$ cat src/rtl/shift_chain_scheduler.sv
// Round-robin scheduler that serialises one WIDTH-bit word at a time from NREQ
// requesters onto a single MSB-first chain, with optional idle gap between frames.
module shift_chain_scheduler #(
  parameter int NREQ      = 4,
  parameter int LOG2NREQ  = 2,
  parameter int WIDTH     = 16,
  parameter int LOG2WIDTH = 4,
  parameter int GAP       = 1
) (
  input  logic                  clk,
  input  logic                  reset,
  input  logic [NREQ-1:0]       req_valid_i,
  input  logic [NREQ*WIDTH-1:0] req_data_i,
  output logic [NREQ-1:0]       req_ready_o,
  input  logic                  enable_i,
  output logic                  data_o,
  output logic                  frame_o,
  output logic                  first_o,
  output logic [LOG2NREQ-1:0]   grant_id_o,
  output logic                  busy_o
);

  localparam logic [1:0] ST_IDLE  = 2'd0;
  localparam logic [1:0] ST_SHIFT = 2'd1;
  localparam logic [1:0] ST_GAP   = 2'd2;

  logic [1:0]           state_q, state_d;
  logic [LOG2NREQ-1:0]  ptr_q, ptr_d;
  logic [LOG2NREQ-1:0]  grant_id_q, grant_id_d;
  logic [LOG2WIDTH-1:0] cnt_q, cnt_d;
  logic [WIDTH-1:0]     shreg_q, shreg_d;
  logic [3:0]           gap_cnt_q, gap_cnt_d;

  logic                 grant_found;
  logic [LOG2NREQ-1:0]  grant_idx;
  logic [LOG2NREQ:0]    cand;
  logic                 grant;
  logic [LOG2NREQ-1:0]  next_ptr;
  logic [WIDTH-1:0]     cap_word;

  // Search upward from the pointer, wrapping modulo NREQ (NREQ need not be a power of two).
  always_comb begin
    grant_found = 1'b0;
    grant_idx   = '0;
    cand        = '0;
    for (int i = 0; i < NREQ; i++) begin
      cand = {1'b0, ptr_q} + (LOG2NREQ+1)'(i);
      if (cand >= (LOG2NREQ+1)'(NREQ)) cand = cand - (LOG2NREQ+1)'(NREQ);
      if (!grant_found && req_valid_i[cand[LOG2NREQ-1:0]]) begin
        grant_found = 1'b1;
        grant_idx   = cand[LOG2NREQ-1:0];
      end
    end
  end

  assign grant    = (state_q == ST_IDLE) && grant_found && !reset;
  assign next_ptr = (grant_idx == LOG2NREQ'(NREQ-1)) ? '0 : grant_idx + 1'b1;

  always_comb begin
    cap_word = '0;
    for (int k = 0; k < NREQ; k++) begin
      if (grant_idx == LOG2NREQ'(k)) cap_word = req_data_i[k*WIDTH +: WIDTH];
    end
  end

  always_comb begin
    req_ready_o = '0;
    if (grant) req_ready_o[grant_idx] = 1'b1;
  end

  always_comb begin
    state_d    = state_q;
    ptr_d      = ptr_q;
    grant_id_d = grant_id_q;
    cnt_d      = cnt_q;
    shreg_d    = shreg_q;
    gap_cnt_d  = gap_cnt_q;
    case (state_q)
      ST_IDLE: begin
        if (grant) begin
          shreg_d    = cap_word;
          grant_id_d = grant_idx;
          ptr_d      = next_ptr;
          cnt_d      = '0;
          state_d    = ST_SHIFT;
        end
      end
      ST_SHIFT: begin
        if (enable_i) begin
          shreg_d = {shreg_q[WIDTH-2:0], 1'b0};
          if (cnt_q == LOG2WIDTH'(WIDTH-1)) begin
            cnt_d     = '0;
            gap_cnt_d = '0;
            state_d   = (GAP > 0) ? ST_GAP : ST_IDLE;
          end else begin
            cnt_d = cnt_q + 1'b1;
          end
        end
      end
      ST_GAP: begin
        // Gap length is fixed in cycles, so enable_i is deliberately ignored here.
        if (gap_cnt_q == 4'(GAP-1)) begin
          state_d = ST_IDLE;
        end else begin
          gap_cnt_d = gap_cnt_q + 1'b1;
        end
      end
      default: state_d = ST_IDLE;
    endcase
  end

  always_ff @(posedge clk) begin
    if (reset) begin
      state_q    <= ST_IDLE;
      ptr_q      <= '0;
      grant_id_q <= '0;
      cnt_q      <= '0;
      shreg_q    <= '0;
      gap_cnt_q  <= '0;
    end else begin
      state_q    <= state_d;
      ptr_q      <= ptr_d;
      grant_id_q <= grant_id_d;
      cnt_q      <= cnt_d;
      shreg_q    <= shreg_d;
      gap_cnt_q  <= gap_cnt_d;
    end
  end

  assign frame_o    = (state_q == ST_SHIFT) && !reset;
  assign data_o     = frame_o && shreg_q[WIDTH-1];
  assign first_o    = frame_o && (cnt_q == '0);
  assign busy_o     = (state_q != ST_IDLE) && !reset;
  assign grant_id_o = grant_id_q;

endmodule

$ cat config.mk
export PLATFORM = sky130hd
export DESIGN_NAME = shift_chain_scheduler
export DESIGN_NICKNAME = d
export VERILOG_FILES = /design/src/rtl/shift_chain_scheduler.sv
export SDC_FILE = /design/constraint.sdc
export NUM_CORES = 1
export LEC_CHECK = 0
export BUFFER_PORTS_ARGS = -buffer_cell sky130_fd_sc_hd__buf_2
export CAP_MARGIN = 30
export CELL_PAD_IN_SITES_DETAIL_PLACEMENT = 1
export CELL_PAD_IN_SITES_GLOBAL_PLACEMENT = 2
export CORE_MARGIN = 2
export CORE_UTILIZATION = 28
export DETAILED_ROUTE_END_ITERATION = 8
export PLACE_DENSITY_LB_ADDON = 0.15
export RECOVER_POWER = 25
export SETUP_SLACK_MARGIN = 0.2
export SLEW_MARGIN = 0
export SYNTH_ARGS = -nofsm -noshare
export SYNTH_HDL_FRONTEND = slang
export SYNTH_SLANG_ARGS = --single-unit
$ cat constraint.sdc
create_clock -name clk -period 2.9 [get_ports clk]
set_input_delay 0.435 -clock clk [delete_from_list [all_inputs] [get_ports clk]]
set_output_delay 0.435 -clock clk [all_outputs]
set_load 0.01 [all_outputs]
==> metrics.csv <==
stage,metric,value,unit
run_status,status,finished clean,
sta,timing.fmax,391.7,MHz
place,hpwl,6.107,mm
synth,ys_seq_elements,30,
synth,ys.flop_type,dfxtp_1,
global_route,grt_pass1_wl,12.97,mm
synth,synth_top_area_share,0.2513,
detailed_routing,wirelength,8.217,mm
detailed_routing,first_pass_iters,4,
floorplanning,core_area,8258,um2
worst_setup_path,worstPathRequired,3.07,ns
synth,synth-edff-count,0,
sta,setup_viol,0,
sta,skew,0.002732,ns
synth,synth.distinct_cells,51,
floorplanning,rows,33,
global_route,grt_use_total,0.1817,
detailed_routing,drc,0,
finish,diodes,0,
worst_setup_path,crit_fanout,13,
pwr,p_leak,1.300,nW
finish,layout_commonest_cell,buf_2,
place,dp.cells,476,
cts,clock_latency,0.28,ns
floorplanning,die-area,9290,um2
global_route,grt_pass1_vias,2506,
finish,layout_common_cells,"buf_2, dfxtp_1, a21oi_1, nand2_1, o21ai_0",
detailed_routing,wl_per_cell,17.01,um
sta,slew_violations,0,
worst_setup_path,startpoint_type,flop,
synth,syn_inst,299,
run,drv_cap,0,
synth,ys_warn_count,0,
floorplanning,fp.dieH,96.39,um
place,place_congestion,0.7625,
sta,rsz0062_at_grt,false,
synth,yosys.area.top_type,dfxtp_1,
worst_setup_path,cp_slowest_cell,or3b_2,
cts,hold_buffers,0,
global_route,grt_busiest_layer,met1,
sta,slew_headroom,0.4719,
cts,ctsHtreeMaxLevel,2,
global_route,grt_antenna_before_repair,0,
hold_path,holdCritPathClass,reg -> reg,
detailed_routing,drt_iter0_markers,100,
cts,path_clk_slew,0.06,ns
finish,num-nets-final,457,
worst_setup_path,crit_path_max_incr_delay,0.50,ns
finish,fin_cells,483,
finish,syn_to_final_growth,23.66,%
worst_setup_path,cp_common_cell,buf_4,
cts,cts_max_path_buffers,2,
synth,synth_top_cells_by_area,"dfxtp_1, clkbuf_8, a211oi_1, a21oi_1, a21boi_0",
sta,hold_viol,0,
pwr,peakVddDrop,0.1781,mV
finish,post_route_cells_drive_above_1_share,0.3307,
floorplanning,dieWidth,96.39,um
global_route,grt_use_met2,0.2593,
detailed_routing,num_vias,2563,
place,dp_worst_setup_slack,0.02286,ns
synth,syn-num-nets,378,
worst_setup_path,cp_cell_sequence,or3b_2 > o221ai_2 > inv_1 > ha_1 > buf_4 > nand2b_1 > buf_4 > o22ai_1 > nor4_2 > a211o_1,
detailed_routing,drt-vias-per-instance,5.306,
cts,cts_tree,done,
worst_setup_path,end_kind,flop,
worst_setup_path,critPathArrivalTime,2.72,ns
sta,period_share,0.8804,
finish,register_area,600.6,um2
detailed_routing,final_antenna_net_count,0,
floorplanning,start_util,0.2894,
global_route,grt-ovfl-total,0,
global_route,grt_max_degree,26,
synth,synth-async-reset-ratio,0,
sta,post-route-min-period,2.553,ns
synth,netlist_area,2390,um2
cts,clock_sinks,30,
synth,avgSynthCellArea,7.993,um2
finish,filler_cell_count,1058,
sta,setup_slack,0.3468,ns
global_route,use_met3,0.03181,
global_route,use_met1,0.2789,
cts,post_cts_buffers,0,
cts,clock-root-buffer,clkbuf_8,
pwr,powerDensity,453.1,nW/um2
place,portBuffers,80,
worst_setup_path,crit_type,reg -> reg,
cts,cts_buffers,5,
floorplanning,ios,81,
sta,worst_pin_slew,0.7905,ns
sta,setup_tns,0,ns
synth,synth-seq-area-share,0.2513,
finish,multiInputGateArea,1592,um2
[power breakdown]
| part | switching [mW] | internal [mW] | total (mW) |
|---|---|---|---|
| Sequential | 0.0493 | 0.462 | 0.512 |
| Clock | 0.158 | 0.165 | 0.323 |
| Combinational | 0.272 | 0.232 | 0.504 |
| Total | 0.480 | 0.859 | 1.34 |
[logic make-up after synthesis]
group	after synthesis	synth area share
mux	1	0.004189
buf+inv	35	0.1016
simple gates	110	0.2749
fa+ha+maj	8	0.04189
flops	30	0.2513
compound gates	115	0.3262
[flip-flops by register name, indices dropped and copies added, names as in the netlist]
name        flops
cnt_q           4
grant_id_o      2
state_q         2
gap_cnt_q       4
ptr_q           2
shreg_q        16
[worst max-delay path, delay by kind of cell, from the launching register on]
kind	cells	cell delay (ns)
flops	1	0.38
fa+ha+maj	1	0.22
compound gates	3	0.60
simple gates	3	0.76
buf+inv	3	0.46
[final timing paths]
check                                   from                    endpoint  slack, ns  depth (start not counted)
setup / recovery       ptr_q[1]$_SDFFE_PP0P_    shreg_q[15]$_SDFFE_PP0P_       0.35                         10
hold / removal    grant_id_o[0]$_SDFFE_PP0P_  grant_id_o[0]$_SDFFE_PP0P_       0.46                          2
setup reg to reg       ptr_q[1]$_SDFFE_PP0P_    shreg_q[15]$_SDFFE_PP0P_       0.35                         10
hold reg to reg   grant_id_o[0]$_SDFFE_PP0P_  grant_id_o[0]$_SDFFE_PP0P_       0.46                          2
[Yosys cell counts, drive strengths merged, types with 2 or more instances]
cell type and instances:
and3 4, ha 8, o22ai 15, a211o 11, a31oi 2, nand3 15
or3b 3, clkbuf 19, o221ai 2, a21oi 22, and2 5, nor2b 6
buf 5, and3b 14, inv 11, nand2 22, o211ai 3, a211oi 16
nor2 13, o21ai 19, nand2b 2, a22oi 3, nor4 11, nor3 3
or4 4, dfxtp 30, nand3b 3, or2 3, a21boi 14
[repair_timing]
item                       CTS  global route
hold endpoints to repair     0             0
setup endpoints to repair    8            16
gates cloned                 0             0
resized for setup            3             8
[final cells by class]
class / count / share of cell area
inverters: 11 / 0.01397
repair buffers: 96 / 0.1740
well taps: 105 / 0.04445
clock buffers: 7 / 0.02583
multi-input cells: 234 / 0.5385
flip-flops and latches: 30 / 0.2032
[layer usage]
| layer | share of wire | wire (um) |
|---|---|---|
| met1 | 0.53 | 4374 |
| met2 | 0.42 | 3416 |
| met5 | 0 | 0 |
| met3 | 0.043 | 357 |
| met4 | 0.0083 | 68 |
[stage by stage]
| stage | total power [mW] | instance area, um2 | hold WS [ns] | util |
|---|---|---|---|---|
| finish | 1.339 | 2955 | 0.4571 | 0.3579 |
| detailed placement | 1.002 | 2840 | 0.4477 | 0.3439 |
| CTS | 1.338 | 2929 | 0.4568 | 0.3547 |
| global placement | 0.9965 | 2840 | 0.4407 | 0.3439 |
| global route | 1.438 | 2955 | 0.5106 | 0.3579 |
| floorplan | 0.8320 | 2390 | 0.4433 | - |
Power figures use the tool's default switching activity.
